===== src/rtl/id_stage_pipe.sv =====
// RV32 decode stage with register file, load-use interlock, flush and a registered ID/EX output.
// One cycle from accepted instruction to ex_valid; holds ID/EX while EX stalls and withholds id_ready on load-use.
package id_stage_pipe_pkg;
  typedef enum logic [3:0] {
    ALU_ADD, ALU_SUB, ALU_SLL, ALU_SLT, ALU_SLTU,
    ALU_XOR, ALU_SRL, ALU_SRA, ALU_OR, ALU_AND
  } alu_op_t;
endpackage

module id_stage_pipe
  import id_stage_pipe_pkg::*;
#(
  parameter int XLEN      = 32,
  parameter int NUM_REGS  = 32,
  parameter bit WB_BYPASS = 1'b1,
  parameter int CNT_W     = 16
) (
  input  logic             clk,
  input  logic             rst,
  input  logic             if_valid,
  input  logic [31:0]      if_instr,
  input  logic [XLEN-1:0]  if_pc,
  output logic             id_ready,
  input  logic             flush,
  input  logic             wb_we,
  input  logic [4:0]       wb_rd,
  input  logic [XLEN-1:0]  wb_data,
  output logic             ex_valid,
  input  logic             ex_ready,
  output logic [XLEN-1:0]  ex_pc,
  output logic [XLEN-1:0]  ex_rs1_data,
  output logic [XLEN-1:0]  ex_rs2_data,
  output logic [XLEN-1:0]  ex_imm,
  output logic [4:0]       ex_rs1,
  output logic [4:0]       ex_rs2,
  output logic [4:0]       ex_rd,
  output logic [2:0]       ex_funct3,
  output alu_op_t          ex_alu_control,
  output logic [1:0]       ex_op_a_sel,
  output logic             ex_op_b_sel,
  output logic [1:0]       ex_wb_mux_sel,
  output logic             ex_reg_write,
  output logic             ex_mem_write,
  output logic             ex_branch,
  output logic             ex_jump,
  output logic             ex_jalr,
  output logic [CNT_W-1:0] stall_count
);
  localparam int AW = (NUM_REGS > 1) ? $clog2(NUM_REGS) : 1;
  localparam logic [6:0] OP_LUI = 7'b0110111, OP_AUIPC = 7'b0010111, OP_JAL  = 7'b1101111,
                         OP_JALR = 7'b1100111, OP_BR   = 7'b1100011, OP_LOAD = 7'b0000011,
                         OP_ST  = 7'b0100011, OP_IMM  = 7'b0010011, OP_REG  = 7'b0110011;

  typedef struct packed {
    logic [XLEN-1:0] pc, rs1_data, rs2_data, imm;
    logic [4:0]      rs1, rs2, rd;
    logic [2:0]      funct3;
    alu_op_t         alu;
    logic [1:0]      op_a_sel;
    logic            op_b_sel;
    logic [1:0]      wb_sel;
    logic            reg_write, mem_write, branch, jump, jalr;
  } ex_t;

  logic [XLEN-1:0]  regs_q [NUM_REGS];
  ex_t              ex_q, ex_d, dec;
  logic             ex_valid_q, ex_valid_d;
  logic [CNT_W-1:0] cnt_q, cnt_d;
  logic signed [31:0] imm32;
  logic [6:0]       opcode;
  logic             rs1_used, rs2_used, hazard, out_free;

  function automatic logic in_range(input logic [4:0] r);
    return int'({27'd0, r}) < NUM_REGS;
  endfunction

  function automatic logic [XLEN-1:0] rf_read(input logic [4:0] r, input logic [XLEN-1:0] arr);
    logic [XLEN-1:0] v;
    v = '0;
    if (r != 5'd0 && in_range(r)) v = arr;
    if (WB_BYPASS && wb_we && wb_rd == r && r != 5'd0 && in_range(r)) v = wb_data;
    return v;
  endfunction

  function automatic alu_op_t alu_dec(input logic [2:0] f3, input logic alt);
    case (f3)
      3'b000:  return alt ? ALU_SUB : ALU_ADD;
      3'b001:  return ALU_SLL;
      3'b010:  return ALU_SLT;
      3'b011:  return ALU_SLTU;
      3'b100:  return ALU_XOR;
      3'b101:  return alt ? ALU_SRA : ALU_SRL;
      3'b110:  return ALU_OR;
      default: return ALU_AND;
    endcase
  endfunction

  function automatic ex_t kill(input ex_t e);
    ex_t k;
    k = e;
    k.reg_write = 1'b0; k.mem_write = 1'b0; k.branch = 1'b0; k.jump = 1'b0; k.jalr = 1'b0;
    return k;
  endfunction

  assign opcode = if_instr[6:0];

  // ControlUnit and ImmGen
  always_comb begin
    dec          = '0;
    imm32        = '0;
    dec.pc       = if_pc;
    dec.rd       = if_instr[11:7];
    dec.funct3   = if_instr[14:12];
    dec.rs1      = if_instr[19:15];
    dec.rs2      = if_instr[24:20];
    dec.alu      = ALU_ADD;
    case (opcode)
      OP_REG:   begin dec.reg_write = 1'b1; dec.alu = alu_dec(if_instr[14:12], if_instr[30]); end
      OP_IMM:   begin
        dec.reg_write = 1'b1; dec.op_b_sel = 1'b1;
        dec.alu = alu_dec(if_instr[14:12], if_instr[30] && if_instr[14:12] == 3'b101);
        imm32 = 32'($signed(if_instr[31:20]));
      end
      OP_LOAD:  begin
        dec.reg_write = 1'b1; dec.op_b_sel = 1'b1; dec.wb_sel = 2'b01;
        imm32 = 32'($signed(if_instr[31:20]));
      end
      OP_ST:    begin
        dec.mem_write = 1'b1; dec.op_b_sel = 1'b1;
        imm32 = 32'($signed({if_instr[31:25], if_instr[11:7]}));
      end
      OP_BR:    begin
        dec.branch = 1'b1;
        dec.alu = (if_instr[14:13] == 2'b00) ? ALU_SUB : (if_instr[13] ? ALU_SLTU : ALU_SLT);
        imm32 = 32'($signed({if_instr[31], if_instr[7], if_instr[30:25], if_instr[11:8], 1'b0}));
      end
      OP_JAL:   begin
        dec.reg_write = 1'b1; dec.jump = 1'b1; dec.wb_sel = 2'b10;
        dec.op_a_sel = 2'b01; dec.op_b_sel = 1'b1;
        imm32 = 32'($signed({if_instr[31], if_instr[19:12], if_instr[20], if_instr[30:21], 1'b0}));
      end
      OP_JALR:  begin
        dec.reg_write = 1'b1; dec.jalr = 1'b1; dec.wb_sel = 2'b10; dec.op_b_sel = 1'b1;
        imm32 = 32'($signed(if_instr[31:20]));
      end
      OP_LUI:   begin
        dec.reg_write = 1'b1; dec.op_a_sel = 2'b10; dec.op_b_sel = 1'b1;
        imm32 = {if_instr[31:12], 12'd0};
      end
      OP_AUIPC: begin
        dec.reg_write = 1'b1; dec.op_a_sel = 2'b01; dec.op_b_sel = 1'b1;
        imm32 = {if_instr[31:12], 12'd0};
      end
      default:  ;
    endcase
    dec.imm      = XLEN'(imm32);
    dec.rs1_data = rf_read(dec.rs1, regs_q[dec.rs1[AW-1:0]]);
    dec.rs2_data = rf_read(dec.rs2, regs_q[dec.rs2[AW-1:0]]);
  end

  assign rs1_used = !(opcode == OP_LUI || opcode == OP_AUIPC || opcode == OP_JAL);
  assign rs2_used = (opcode == OP_REG || opcode == OP_ST || opcode == OP_BR);
  assign hazard   = if_valid && ex_valid_q && ex_q.wb_sel == 2'b01 && ex_q.rd != 5'd0 &&
                    ((ex_q.rd == dec.rs1 && rs1_used) || (ex_q.rd == dec.rs2 && rs2_used));
  assign out_free = !ex_valid_q || ex_ready;
  assign id_ready = flush || (out_free && !hazard);

  always_comb begin
    ex_d       = ex_q;
    ex_valid_d = ex_valid_q;
    cnt_d      = cnt_q;
    if (flush) begin
      ex_valid_d = 1'b0;
      ex_d       = kill(ex_q);
    end else if (hazard && out_free) begin
      ex_valid_d = 1'b0;
      ex_d       = kill(ex_q);
      if (cnt_q != '1) cnt_d = cnt_q + CNT_W'(1);
    end else if (if_valid && id_ready) begin
      ex_valid_d = 1'b1;
      ex_d       = dec;
    end else if (out_free) begin
      // out_free here implies no incoming instruction: drain to an empty slot
      ex_valid_d = 1'b0;
      ex_d       = kill(ex_q);
    end
  end

  always_ff @(posedge clk or negedge rst) begin
    if (!rst) begin
      ex_q       <= '0;
      ex_valid_q <= 1'b0;
      cnt_q      <= '0;
      for (int i = 0; i < NUM_REGS; i++) regs_q[i] <= '0;
    end else begin
      ex_q       <= ex_d;
      ex_valid_q <= ex_valid_d;
      cnt_q      <= cnt_d;
      if (wb_we && wb_rd != 5'd0 && in_range(wb_rd)) regs_q[wb_rd[AW-1:0]] <= wb_data;
    end
  end

  assign ex_valid       = ex_valid_q;
  assign ex_pc          = ex_q.pc;
  assign ex_rs1_data    = ex_q.rs1_data;
  assign ex_rs2_data    = ex_q.rs2_data;
  assign ex_imm         = ex_q.imm;
  assign ex_rs1         = ex_q.rs1;
  assign ex_rs2         = ex_q.rs2;
  assign ex_rd          = ex_q.rd;
  assign ex_funct3      = ex_q.funct3;
  assign ex_alu_control = ex_q.alu;
  assign ex_op_a_sel    = ex_q.op_a_sel;
  assign ex_op_b_sel    = ex_q.op_b_sel;
  assign ex_wb_mux_sel  = ex_q.wb_sel;
  assign ex_reg_write   = ex_q.reg_write;
  assign ex_mem_write   = ex_q.mem_write;
  assign ex_branch      = ex_q.branch;
  assign ex_jump        = ex_q.jump;
  assign ex_jalr        = ex_q.jalr;
  assign stall_count    = cnt_q;
endmodule


===== config.mk =====
export PLATFORM = sky130hd
export DESIGN_NAME = id_stage_pipe
export DESIGN_NICKNAME = d
export VERILOG_FILES = /design/src/rtl/id_stage_pipe.sv
export SDC_FILE = /design/constraint.sdc
export NUM_CORES = 2
export LEC_CHECK = 0
export CAP_MARGIN = 20
export CORE_MARGIN = 5
export CORE_UTILIZATION = 45
export DETAILED_ROUTE_END_ITERATION = 8
export PLACE_DENSITY = 0.59
export SYNTH_ARGS = -nofsm -noshare
export SYNTH_HDL_FRONTEND = slang
export SYNTH_SLANG_ARGS = --single-unit

===== constraint.sdc =====
create_clock -name clk -period 6.4 [get_ports clk]
set_input_delay 0.96 -clock clk [delete_from_list [all_inputs] [get_ports clk]]
set_output_delay 0.96 -clock clk [all_outputs]
set_load 0.05 [all_outputs]

## Word level (Yosys, flattened, before mapping)

Cells that the tools add are included.

- Add/sub/neg operators: 1
- $lt $le $gt $ge: 4
- Eq/ne operators: 21
- Multiplexer cells: 39
- Bitwise gates (word level): 5
- Reductions and logical operators: 41

Operators by type and width:

| cell | number |
|---|---|
| $bwmux 1024 | 1 |
| $bmux 32 s5 | 2 |
| $mux 32 | 9 |
| $demux 32 s5 | 1 |
| $mux 160 | 1 |
| $pmux 32 s5 | 1 |
| $pmux 4 s7 | 2 |
| $eq 7x6->1 const B | 3 |
| $eq 7x7->1 const B | 3 |
| $eq 5x5->1 | 4 |
| $reduce_bool 5->1 | 4 |
| $ge 6x6->1 const B | 3 |
| $not 5->6 | 3 |
| $add 16x1->16 const B | 1 |
| $logic_and 1x1->1 | 16 |
| $ne 16x16->1 const B | 1 |
| $mux 5 | 3 |
| $eq 7x5->1 const B | 2 |
| $mux 1 | 14 |
| $reduce_or 7->1 | 2 |
| $pmux 4 s3 | 1 |
| $eq 3x3->1 const B | 3 |
| $pmux 2 s2 | 2 |
| $eq 7x2->1 const B | 1 |
| other kinds (14) | 28 |

- Bits in registers: 1201

## Longest topological paths before layout

- Word-level depth: 14
- Depth in mapped cells: 12
- Depth with buffers taken out: 8

## Least setup slack after synthesis

OpenSTA, ideal clock, no wires.

- Kind: input -> output
- Start point: input port if_instr[2]
- End point: output port id_ready
- Arrival time: 2.345 ns
- Data required time: 5.440 ns
- Path slack: 3.095 ns
- Cell stages on the path: 7
- Path through: clkbuf_2 nor2b_1 and3_1 buf_6 a211oi_2 a41oi_4 a21o_1

- Cells in the longest elaborated chain, start to end: 10

RTL lines:

| what | RTL line | text |
|---|---|---|
| from (decl) | 21 | `input logic [31:0] if_instr,` |
| $eq 7x6->1 / $eq 7x5->1 (equally long branches) | 161 | `assign rs1_used = !(opcode == OP_LUI \|\| opcode == OP_AUIPC \|\| opcode == OP_JAL);` |
| $logic_or 1x1->1 (2 in series) | 161 |  |
| $logic_not 1->1 | 161 |  |
| $logic_and 1x1->1 | 164 | `((ex_q.rd == dec.rs1 && rs1_used) \|\| (ex_q.rd == dec.rs2 && rs2_used));` |
| $logic_or 1x1->1 * | 164 |  |
| $logic_and 1x1->1 * | 163 | `assign hazard = if_valid && ex_valid_q && ex_q.wb_sel == 2'b01 && ex_q.rd != 5'd0 &&` |
| $logic_not 1->1 * | 166 | `assign id_ready = flush \|\| (out_free && !hazard);` |
| $logic_and 1x1->1 * | 166 |  |
| $logic_or 1x1->1 * | 166 |  |
| to (decl) | 23 | `output logic id_ready,` |

Every way passes the cells marked *; elsewhere a longest branch is shown, timed or not.

## Final worst setup path

- Start point: input port if_instr[6]
- End point: output port id_ready

The elaborated chain is that of the path after synthesis.

==> results_dict.tcl <==
set metrics [dict create \
    cts_made_buffers 139 \
    status "finished, final reports clean" \
    arrival_ns 4.01 \
    vias_per_cell 6.423 \
    combPwrFrac_pct 21.4 \
    antenna_found_initial 13 \
    fin_cells 6736 \
    path_cells "clkdlybuf4s50_1 > nor2b_1 > and3_1 > a211oi_2 > a41oi_4 > a21o_1 > clkdlybuf4s50_1" \
    cp_max_fo 16 \
    drc 0 \
    wire_per_inst_um 32.02 \
    syn_inst 4765 \
    grt_pass1_wl_um 313500 \
    dr_total_vias 43270 \
    synth_largest_area_cell "dfrtp_1" \
    antenna_left 0 \
    final.period_utilization_pct 77.73 \
    seqPwrFrac_pct 43.8 \
    drt_wl_total_um 215700 \
    critPathCaptureType "output pin" \
    layout.nets 4953 \
    p_sw_share_pct 28.93 \
    final_common_cell "dfrtp_1" \
    max-slew-margin-rel_pct 15.59 \
    drv_slew 0 \
    reg2regPathDepth 8 \
    use_met2_pct 45.01 \
    dp_cells 6485 \
    area_growth_pct 14.78 \
    start_kind "primary input" \
    ir_drop_v 0.0002226 \
    tightest_slew_ns 1.263 \
    clock_latency_ns 0.77 \
    path_class "in -> out" \
    fmaxAchievable_mhz 201.0 \
    cts_resized 0 \
    slowest_stage "clkdlybuf4s50_1" \
    total_power_uw 22770 \
    dieWidth_um 383.1 \
    drv_cap 0 \
    firstDrtPassIters 5 \
    grt_use_met1_pct 40.40 \
    yosysSeqAreaShare_pct 47.99 \
    synth-edff-count 0 \
    rr_endpoint "ex_rs2_data[17]$_DFFE_PN0P_" \
    drt_iter0_markers 4386 \
    use_met3_pct 6.805 \
    initial_core_util_pct 45.44 \
    async_flop_share_pct 100.0 \
    p_switching_uw 6588 \
    cts.sinks 1201 \
    htreeDepth 4 \
    p_per_area_mw_per_mm2 316.8 \
    fp-row-count 136 \
    final_cell_mix "dfrtp_1, mux2_2, nand2_1" \
    core_mm2 0.1378 \
    required_ns 5.44 \
    routabilityCongestion 0.8572 \
    rsz0062_at_grt "false" \
    dieArea_mm2 0.1467 \
    min_period_ns 4.974 \
    port_buffers 284 \
    p_leak_uw 0.03127 \
    ff2ff_setup_slack_ns 3.00 \
    r2r-start "ex_rd[2]$_DFFE_PN0P_" \
    setup_viol 0 \
    tns_ns 0 \
    max_stage_delay_ns 0.80 \
    yosys.area.top_type_share_pct 47.99 \
    track_usage_pct 29.16 \
    syn_area_per_cell_um2 13.14 \
    report.final.hold_viol_count 0 \
    clk_pin_slew_worst_paths_ns 0.06 \
    synth-main-ff-cell "dfrtp_1" \
    clkPwrFrac_pct 34.7 \
    overflow 0 \
    grt-busiest-layer "met2" \
    cpMostUsedCell "clkdlybuf4s50_1" \
    cts_tree "built" \
    dieHeight_um 383.1 \
    ys.warnings.count 0 \
    hold_buffers 0 \
    clockBufferDepth 3 \
    p_int_uw 16190 \
    hold_class "in -> async" \
    grt_start_max_net_pins 164 \
    syn_area_mm2 0.06263 \
    yosys-top-cells-area "dfrtp_1, mux2_2, mux4_2" \
    cts_setup_buffers 0 \
    syn_nets 4873 \
    skew_ns 0.02186 \
    place_hpwl_um 126800 \
    drive_above_1_share_pct 39.52 \
    root_buffer "clkbuf_16" \
    io_pins 285 \
    ys_seq_elements 1201 \
    grt_pass1_vias 43680 \
    ys_types 63 \
]
-- stage by stage --
stage | setup WS (ns) | hold WS (ns) | area, um2 | util, %
final | 1.426 | 0.1901 | 71880 | 52.15
after global routing | 1.276 | 0.2453 | 71880 | 52.15
after CTS | 1.485 | 0.2221 | 71530 | 51.90
after detailed placement | 1.497 | 0.3820 | 67130 | 48.70
after global placement | 1.499 | 0.3766 | 67060 | 48.65
after floorplan | 3.095 | 0.4413 | 62630 | -
-- per-layer routing --
| layer | routed length, um | share of wire, % |
|---|---|---|
| met1 | 92430 | 43 |
| met2 | 97640 | 45 |
| met3 | 17500 | 8.1 |
| met4 | 8067 | 3.7 |
| met5 | 16 | 0.0074 |
-- worst max-delay path: cells and delay by family --
kind,cells,cell delay [ns]
and+or+nand+nor,2,0.87
buffers and inverters,2,1.43
AOI/OAI and AO/OA,3,0.74
-- synth_stat cells (9+ instances only) --
| cell | n |
|---|---|
| dfrtp_1 | 1201 |
| mux2_2 | 1118 |
| nand2_1 | 440 |
| mux4_2 | 323 |
| mux2i_1 | 317 |
| clkbuf_1 | 274 |
| o22ai_1 | 123 |
| buf_2 | 120 |
| a21oi_1 | 109 |
| o21ai_0 | 96 |
| buf_1 | 70 |
| nor2_1 | 66 |
| a211oi_1 | 64 |
| o221ai_1 | 60 |
| a21oi_2 | 47 |
| a32oi_1 | 46 |
| nand3_1 | 44 |
| nor2_2 | 40 |
| xnor2_1 | 24 |
| buf_6 | 17 |
| a221o_1 | 16 |
| buf_4 | 15 |
| nor2b_1 | 15 |
| nand2b_1 | 11 |
| xor2_1 | 10 |
| nand4_1 | 9 |
-- power by group through the flow --
stage	logic (uW)	clock network [uW]	registers, uW
2_1_floorplan	3080	0	10200
3_3_place_gp	4770	0	10000
3_5_place_dp	4850	0	10100
4_1_cts	4870	8040	9940
5_1_grt	5240	8330	10100
6_report	4880	7910	9990
-- logic make-up (layout without fill, tap and decap cells) --
family	count (synthesis)	in the layout	share of synthesized area, %
flip-flops	1201	1201	47.99
AO/OA/AOI/OAI	597	597	6.537
adder cells (fa/ha/maj)	1	1	0.01998
multiplexers	1758	1758	36.78
XOR/XNOR	34	34	0.4755
AND/OR/NAND/NOR	671	671	4.645
other	0	10	0
buffers and inverters	503	670	3.550
-- sequential cells by signal, indices dropped and copies added (netlist names), 2 cells and up --
signal,cells
ex_imm,32
ex_pc,32
ex_rs1_data,32
ex_alu_control,4
ex_rd,5
ex_op_a_sel,2
ex_rs2,5
regs_q,1024
ex_funct3,3
stall_count,16
ex_wb_mux_sel,2
ex_rs2_data,32
ex_rs1,5
-- how the worst max path moves through the flow --
| stage | start | end | depth (start not counted) |
|---|---|---|---|
| finish | if_instr[6] | id_ready | 7 |
| global route | if_instr[3] | id_ready | 7 |
| CTS | if_instr[3] | id_ready | 7 |
| detailed placement | if_instr[6] | id_ready | 7 |
| global placement | if_instr[3] | id_ready | 7 |
| floorplan | if_instr[2] | id_ready | 7 |
-- cell type report --
cell class                 count  area [um2]
clock inverter                35       441.7
tap                         1794        2245
antenna                       10       25.02
sequential                  1201       30050
inverter                       6       22.52
timing repair buffer         436        4519
fill                       11850       65950
multi-input combinational   3061       30610
clock buffer                 193        3964
(Power assumes the default switching activity.)
